`config.mk`:
```
export PLATFORM = sky130hd
export DESIGN_NAME = fifo_flagged
export DESIGN_NICKNAME = d
export VERILOG_FILES = /design/src/rtl/fifo_flagged.sv
export SDC_FILE = /design/constraint.sdc
export NUM_CORES = 1
export LEC_CHECK = 0
export CAP_MARGIN = 5
export CORE_AREA = 2 2 159 161
export CTS_CLUSTER_SIZE = 25
export DETAILED_ROUTE_END_ITERATION = 7
export DIE_AREA = 0 0 161 163
export GPL_TIMING_DRIVEN = 0
export PLACE_DENSITY = 0.49
export SETUP_SLACK_MARGIN = 0.1
export SYNTH_ARGS = -nofsm -noshare
export SYNTH_HDL_FRONTEND = slang
export SYNTH_SLANG_ARGS = --single-unit
```
`constraint.sdc`:
```
create_clock -name clk -period 5.5 [get_ports clk]
set_input_delay 0.825 -clock clk [delete_from_list [all_inputs] [get_ports clk]]
set_output_delay 0.825 -clock clk [all_outputs]
set_load 0.01 [all_outputs]
```
`src/rtl/fifo_flagged.sv`:
```
// fifo_flagged: single-clock FIFO over a dual-port RAM with occupancy count,
// almost-full/almost-empty thresholds, registered or fall-through read data,
// and one-cycle overflow/underflow error pulses.
module fifo_flagged #(
    parameter int depth    = 4,
    parameter int width    = 8,
    parameter int AF_LEVEL = 2**depth - 4,
    parameter int AE_LEVEL = 2,
    parameter int FWFT     = 0
) (
    input  logic             clk,
    input  logic             reset,
    input  logic             read,
    input  logic             write,
    input  logic [width-1:0] inputBus,
    output logic [width-1:0] outputBus,
    output logic             empty,
    output logic             full,
    output logic             almostEmpty,
    output logic             almostFull,
    output logic [depth:0]   count,
    output logic             overflow,
    output logic             underflow
);

    localparam int N = 2**depth;
    localparam logic [depth:0] FULL_CNT = (depth+1)'(N);
    localparam logic [depth:0] AF_CNT   = (depth+1)'(AF_LEVEL);
    localparam logic [depth:0] AE_CNT   = (depth+1)'(AE_LEVEL);
    localparam logic [depth:0] ONE_CNT  = (depth+1)'(1);
    localparam logic [depth-1:0] ONE_PTR = depth'(1);

    logic [width-1:0] mem [N];
    logic [depth-1:0] wr_ptr;
    logic [depth-1:0] rd_ptr;
    logic [depth:0]   count_r;
    logic             wr_ok;
    logic             rd_ok;

    // A full FIFO still takes a write when a read frees a slot in the same
    // cycle; an empty FIFO never satisfies a read, even alongside a write.
    assign wr_ok = write & (~full | read);
    assign rd_ok = read & ~empty;

    // Flags depend only on the registered count so they all move together.
    assign count       = count_r;
    assign empty       = (count_r == '0);
    assign full        = (count_r == FULL_CNT);
    assign almostEmpty = (count_r <= AE_CNT);
    assign almostFull  = (count_r >= AF_CNT);

    // RAM write port; contents survive reset, but requests in the reset
    // cycle must not disturb them.
    always_ff @(posedge clk) begin
        if (!reset && wr_ok) begin
            mem[wr_ptr] <= inputBus;
        end
    end

    // Pointers, occupancy and the registered error pulses.
    always_ff @(posedge clk) begin
        if (reset) begin
            wr_ptr    <= '0;
            rd_ptr    <= '0;
            count_r   <= '0;
            overflow  <= 1'b0;
            underflow <= 1'b0;
        end else begin
            if (wr_ok) begin
                wr_ptr <= wr_ptr + ONE_PTR;
            end
            if (rd_ok) begin
                rd_ptr <= rd_ptr + ONE_PTR;
            end
            case ({wr_ok, rd_ok})
                2'b10:   count_r <= count_r + ONE_CNT;
                2'b01:   count_r <= count_r - ONE_CNT;
                default: count_r <= count_r;
            endcase
            overflow  <= write & ~wr_ok;
            underflow <= read & ~rd_ok;
        end
    end

    generate
        if (FWFT != 0) begin : g_fwft
            assign outputBus = mem[rd_ptr];
        end else begin : g_reg
            logic [width-1:0] out_r;

            // Registered read: capture the head word only when a read is accepted.
            always_ff @(posedge clk) begin
                if (reset) begin
                    out_r <= '0;
                end else if (rd_ok) begin
                    out_r <= mem[rd_ptr];
                end
            end

            assign outputBus = out_r;
        end
    endgenerate

endmodule

```
# Word-level counts from Yosys, hierarchy flattened
# Memories as Yosys holds them, arrays and structs flattened. A register that Yosys moved wholly into a read port is not among the register bits.
# Index checks and enable logic that the tools add are counted.
[word_totals]
mem_bits_ro = 0
latch_bits = 0
inputBits = 12
word_cells = 31
register_bits = 15
n_memories = 1
mem_bits_rw = 128
output_inout_bits = 19
[classes]
n_lt_le_gt_ge = 2
n_bitwise = 9
div_mod_pow = 0
n_addsub = 4
eq_ne = 3
multipliers = 0
n_mux = 3
shifts = 0
reduce_logical = 4
[mem_list]
columns = ["name", "depth", "width", "read_ports", "rd_ports_with_merged_regs", "write_ports", "line_no", "source"]
rows = [
  ["mem", 16, 8, 1, 1, 1, "33", "logic [width-1:0] mem [N];"],
]
[ops]
columns = ["operator", "n"]
rows = [
  ["$pmux W5 S2", 1],
  ["$add A4 B1 Y4 const B", 2],
  ["$add A5 B1 Y5 const B", 1],
  ["$eq A5 B5 Y1 const B", 1],
  ["$ge A5 B4 Y1 const B", 1],
  ["$le A5 B2 Y1 const B", 1],
  ["$logic_not A5 Y1", 1],
  ["$sub A5 B1 Y5 const B", 1],
  ["$and A1 B1 Y1", 4],
  ["$not A1 Y1", 4],
  ["$eq A2 B1 Y1 const B", 1],
  ["$eq A2 B2 Y1 const B", 1],
  ["$mux W1", 2],
  ["$reduce_bool A2 Y1", 1],
  ["$logic_and A1 B1 Y1", 1],
  ["$logic_not A1 Y1", 1],
  ["$or A1 B1 Y1", 1],
]

# Longest topological paths before layout
# Gate-level depths: netlist of the first run.
[depth]
word_depth = 7
ltp_mapped = 10
ltp_nobuf = 9

# Worst setup path after synthesis of the first run
# Ideal clock, no wire load.
[synth_path]
kind = "reg2reg"
from = "reg count_r[0], in the netlist count[0]"
to = "reg count_r[4], in the netlist count[4]"
path_buffers = 1
stages_incl_launch_ff = 11
setup_time_ns = 0.121
arrival_time_ns = 2.920
path_slack_ns = 2.459
required_ns = 5.379
synth_period_minus_slack_ns = 3.041
cell_sequence = "dfxtp_1 > or4_4 > o21ai_4 > inv_2 > buf_2 > ha_1 > fa_1 > a21o_1 > a21oi_1 > mux2i_1 > mux2_2"
[synth_via]
elab_cells_between_ends = 13
cone_classes = "add/sub: 2; eq/ne: 3; mux: 1; bitwise: 5; reduce/logical: 2"
[synth_rtl]
columns = ["element", "line_no", "source"]
rows = [
  ["from (decl)", "36", "logic [depth:0] count_r;"],
  ["from (signal assigned)", "76", "2'b10: count_r <= count_r + ONE_CNT;"],
  ["from (signal assigned)", "77", "2'b01: count_r <= count_r - ONE_CNT;"],
  ["from (signal assigned)", "78", "default: count_r <= count_r;"],
  ["$logic_not A5 Y1 *", "47", "assign empty = (count_r == '0);"],
  ["$not A1 Y1 *", "43", "assign rd_ok = read & ~empty;"],
  ["$and A1 B1 Y1 *", "43", ""],
  ["via rd_ok", "38", "logic rd_ok;"],
  ["$eq A2 B1 Y1 / $eq A2 B2 Y1 (equally long branches)", "75", "case ({wr_ok, rd_ok})"],
  ["$pmux W5 S2 / $reduce_bool A2 Y1 (equally long branches)", "n/a", ""],
]
# Mark *: on every way through the listed nets, which the timed path passes. The rest lies on a longest branch.
# A chain may end at the register's enable or synchronous reset.

# Final worst setup path of the first run
# Same ends and word-level chain as after synthesis.

==> impl_metrics.toml, run 1 <==
[clock_network]
cts_buffers = 17
postCtsSetupRepairBufs = 0
postCtsHoldBufs = 0
cts_resized = 0
clock_path_buffers = 2
htreeDepth = 4
clk_pin_slew_ns = 0.06
cts.sinks = 151
clk_latency_ns = 0.41
cts_tree = "done"
clock-root-buffer = "clkbuf_16"

[logic_synthesis]
synth-main-ff-cell = "edfxtp_1"
synth_most_common_cell = "edfxtp_1"
synthTopCellsByArea = "edfxtp_1 (63%), dfxtp_1 (7.6%), mux4_2 (5.9%), mux2i_1 (5.8%), nor2_1 (2.2%)"
synth_top_cell_by_area = "edfxtp_1"
netlist_area_um2 = 6060
synthCells = 368
netlist.area_leader.share_pct = 63.5
synth_edf_count = 128
ys_ff_latch = 151
yosysSeqAreaShare_pct = 71.1
synthDistinctLibCells = 38
ys_warn_count = 0
synth-async-reset-ratio_pct = 0
ys_top_cells_by_count = "edfxtp_1 (128), nor2_1 (36), mux2i_1 (35)"
postSynthAreaPerCell_um2 = 16.5
synth_nets = 390

[pwr]
p_seq_share_pct = 41.5
power_mw = 3.27
ir_drop_mv = 0.170
clock_power_share_pct = 36.2
powerDensity_nw_per_um2 = 443
combinationalPowerShare_pct = 22.3
swShare_pct = 26.9
p_switching_mw = 0.880
leakage_nw = 2.34
p_int_mw = 2.39

[placement]
dp_hpwl_um = 8880
placed_area_um2 = 6760
post-place-ws_ns = 1.83
gp_congestion = 0.759
place_inst = 727
io_buffers = 29

[floorplanning]
core_area_um2 = 24700
initial_core_util_pct = 24.5
placementRows = 58
fp.dieW_um = 161
die_area_um2 = 26200
ioPinCount = 31
chipHeight_um = 163

[routing]
antenna_left = 0
drt_drc_violations_left = 0
routed-via-count = 3237
drt_iter0_drc = 223
avgViaCountPerCell = 4.26
first_pass_iters = 5
routed_wl_um = 13500
wire_per_inst_um = 17.8

[worst_setup_path]
crit_slowest_cell = "or4_4"
critPathMaxFanout = 10
critPathKind = "reg -> reg"
start_kind = "register"
cp.required_ns = 5.80
crit_chain = "or4_4, o21ai_4, inv_2, buf_2, ha_1, fa_1, a21o_1, a21oi_1, mux2i_1, mux2_2"
worst_setup_path_end_kind = "register"
critPathMaxStageDelay_ns = 0.60
arrival_ns = 3.65

[timing]
tns_ns = 0
slew_violations = 0
setup_viol = 0
tightest_slew_ns = 0.919
setup_ws_ns = 2.15
slew_headroom_pct = 38.5
period_minus_slack_ns = 3.35
skew_ns = 0.0103
fin_crit_sh_pct = 61.0
hold_ws_ns = 0.493
rsz0062_at_grt = "false"
max_freq_ghz = 0.298
hold_viol = 0

[finish]
drive_gt1_share_pct = 15.1
area_delta_synth_final_pct = 22.0
n_antenna_cell = 0
final_util_pct = 29.9
final_cells = 760
fin_nets = 439
stdcell_area_um2 = 7390

[global_route]
grt_max_degree = 17
grt.total_usage_pct = 10.9
antenna_found_initial = 0
grt_pass1_wl_um = 20400
grt-ovfl-total = 0
grt_pass1_vias = 3361

[run_status]
status = "complete, no violations"

[flow_run]
drv_cap = 0

[min_path]
hold_class = "reg -> reg"
[placed cells by master (no fill, tap or decap), types with 2 or more instances in the layout]
| master | n |
|---|---|
| o211ai_1 | 4 |
| bufinv_16 | 3 |
| clkinvlp_4 | 2 |
| clkbuf_8 | 2 |
| a21oi_1 | 4 |
| dfxtp_1 | 23 |
| nor3_2 | 3 |
| edfxtp_1 | 128 |
| nor2b_1 | 3 |
| buf_2 | 2 |
| xnor2_1 | 3 |
| clkdlybuf4s50_1 | 29 |
| mux2i_1 | 35 |
| buf_1 | 4 |
| nor3_1 | 10 |
| clkbuf_1 | 9 |
| a22o_1 | 8 |
| clkbuf_16 | 17 |
| nand3b_1 | 2 |
| and3_1 | 2 |
| nor4_1 | 8 |
| nor2_1 | 36 |
| inv_1 | 3 |
| buf_4 | 6 |
| nand2_1 | 9 |
| nand2b_1 | 4 |
| mux4_2 | 16 |
| o22ai_1 | 16 |
| ha_1 | 9 |
| o21ai_4 | 2 |
| clkinv_4 | 2 |
| a21o_1 | 2 |
| buf_6 | 2 |
| xor2_1 | 6 |
| clkinv_2 | 3 |
[power by group through the flow]
stage / registers [mW] / clock network, mW / logic [mW]
global placement: 1.38 / 0 / 0.731
CTS: 1.36 / 1.21 / 0.741
floorplan: 1.39 / 0 / 0.440
global route: 1.37 / 1.26 / 0.804
finish: 1.36 / 1.18 / 0.730
detailed placement: 1.38 / 0 / 0.738
[routing by layer]
metal / GRT usage, % / wire [um] / vias up
met5: 0 / 0 / -
met4: 3.94 / 130 / 0
met3: 2.67 / 752 / 7
met2: 17.9 / 6680 / 77
met1: 13.9 / 5980 / 1628
li1: - / - / 1525
[flip-flops by register name, summed over array words and instances, names as in the netlist]
signal,cells
rd_ptr,4
underflow,1
overflow,1
mem,128
outputBus,8
count,5
wr_ptr,4
[critical path, delay by kind of cell (launching register included)]
kind                       cells  cell delay, ns
DFF                            1            0.38
muxes                          2            0.61
buffers and inverters          2            0.27
AOI/OAI and AO/OA              3            0.65
adders and majority gates      2            0.71
and+or+nand+nor                1            0.60
[cell families (layout without fill, tap and decap cells)]
kind of cell    after synthesis  after routing  share of synthesized area [%]
flops                       151            151                           71.1
compound gates               39             39                           4.85
simple gates                 82             82                           6.53
mux                          52             52                           11.9
fa+ha+maj                    10             10                           2.19
xor+xnor                      9              9                           1.30
buf+inv                      25             87                           2.15
[area by class of cell]
cell class	count	area, um^2
fill	2501	17300
sequential	151	4300
multi-input combinational	192	1640
clock buffer	20	457
tap	330	413
timing repair buffer	30	298
clock inverter	12	150
buffer	21	115
inverter	4	15.0
[final timing paths]
check / start / end / slack, ns / depth (start not counted)
max reg2reg: count[0] / count[4] / 2.15 / 10
max: count[0] / count[4] / 2.15 / 10
min: outputBus[0] / outputBus[0] / 0.49 / 2
min reg2reg: outputBus[0] / outputBus[0] / 0.49 / 2
No activity file was read; power rests on OpenSTA's default activity.
==> run 2: changes to the inputs <==
- clock period: 5.5 -> 3.25 ns (I/O delays scaled with it)
==> run 2 against run 1 <==
Sequential cell count unchanged. Global-route usage unchanged. Core utilization up 0.10 points. Count of clock-buffer cells in the layout unchanged. Clock skew down 0.0030 ns. Via count up 1.6%. Critical path depth unchanged. Hold slack worse by 0.072 ns. Highest routed layer unchanged.
==> impl_metrics.toml, run 2 (synthesized netlist as in run 1, its figures left out) <==
[finish]
fin_nets = 440
regArea_um2 = 4310
area_delta_synth_final_pct = 22.4
final_common_cell = "edfxtp_1"
final_util_pct = 30.1
stdcell_area_um2 = 7410
final_cell_mix = "edfxtp_1 (128), nor2_1 (36), mux2i_1 (35), clkdlybuf4s50_1 (29), dfxtp_1 (21)"
n_antenna_cell = 0
multi_input_area_um2 = 1650
drive_gt1_share_pct = 16.0
largest_reg_flops = 128
nFillCells = 2496
regMostFlops = "mem"

[global_route]
antenna_found_initial = 0
grt-ovfl-total = 0
grt_max_degree = 17
grt_pass1_wl_um = 20400
grt_pass1_vias = 3367
grt.total_usage_pct = 10.9

[pwr]
leakage_nw = 2.34
ir_drop_mv = 0.288
powerDensity_nw_per_um2 = 752
power_mw = 5.57

[worst_setup_path]
critPathMaxFanout = 10
critPathKind = "reg -> reg"
start_kind = "register"
arrival_ns = 3.33
worst_setup_path_end_kind = "register"
cp.required_ns = 3.55

[placement]
gp_congestion = 0.759
io_buffers = 29
placed_area_um2 = 6760
dp_hpwl_um = 8880

[clock_network]
clk_latency_ns = 0.41
clk_pin_slew_ns = 0.06
cts.sinks = 151
clock_path_buffers = 2
cts_buffers = 17
clock-root-buffer = "clkbuf_16"
cts_tree = "done"
htreeDepth = 4
postCtsHoldBufs = 0

[floorplanning]
core_area_um2 = 24700
fp.dieW_um = 161
chipHeight_um = 163
initial_core_util_pct = 24.5
ioPinCount = 31
die_area_um2 = 26200
placementRows = 58

[timing]
setup_viol = 0
tightest_slew_ns = 0.926
hold_viol = 0
fin_crit_sh_pct = 93.1
slew_headroom_pct = 38.0
period_minus_slack_ns = 3.03
rsz0062_at_grt = "false"
slew_violations = 0
skew_ns = 0.00734
max_freq_ghz = 0.330

[min_path]
hold_class = "in -> reg"

[routing]
first_pass_iters = 4
antenna_left = 0
routed-via-count = 3288
routed_wl_um = 13600
drt_iter0_drc = 214
avgViaCountPerCell = 4.32
wire_per_inst_um = 17.8
drt_drc_violations_left = 0

[flow_run]
drv_cap = 0

[run_status]
status = "complete, no violations"
==> run 2: layout make-up <==
cell class,count,share of cell area (%)
multi-input cells,192,22.3
clock buffers,20,6.16
clock inverters,12,2.02
plain buffers,21,1.59
repair buffers,31,4.12
well taps,330,5.57
flip-flops and latches,151,58.1
inverters,4,0.202
==> run 2: through the flow <==
| step | cells | setup slack, ns | hold WS [ns] | setup TNS, ns |
|---|---|---|---|---|
| floorplan | 368 | 0.209 | 0.510 | 0 |
| global placement | 727 | -0.0948 | 0.485 | -0.0948 |
| detailed placement | 727 | -0.130 | 0.484 | -0.130 |
| CTS | 760 | 0.126 | 0.410 | 0 |
| global route | 761 | 0.109 | 0.463 | 0 |
| finish | 761 | 0.223 | 0.421 | 0 |
==> run 2: worst max-delay path: stages (launching register included) <==
cell,delay [ns]
dfxtp_2,0.36
or4_4,0.58
o21ai_4,0.18
inv_2,0.05
buf_4,0.17
ha_4,0.19
fa_1,0.41
a21o_1,0.17
a21oi_1,0.17
mux2i_1,0.27
mux2_2,0.36
==> run 2: worst paths after layout <==
path | startpoint | depth (start not counted) | slack, ns | end
worst max register to register | count[0] | 10 | 0.22 | count[4]
worst max-delay path | count[0] | 10 | 0.22 | count[4]
worst min-delay path | reset | 2 | 0.42 | underflow
worst min register to register | outputBus[0] | 2 | 0.50 | outputBus[0]
==> run 2: power breakdown <==
| group | internal, mW | switching (mW) |
|---|---|---|
| Clock | 1.25 | 0.758 |
| Combinational | 0.614 | 0.654 |
| Sequential | 2.21 | 0.0886 |
==> run 2: layer usage <==
metal	part of all wire (%)	wire (um)	up-vias	track usage, %
met5	0	0	-	0
met4	1.3	182	0	3.94
met3	3.7	504	11	2.67
met2	49	6630	66	17.9
met1	46	6270	1682	13.9
li1	-	-	1529	-
==> run 2: what timing repair did <==
action / in CTS / in global routing
pin swaps: 1 / 0
setup buffers: 1 / 0
resized for setup: 2 / 4
setup endpoints to repair: 1 / 1
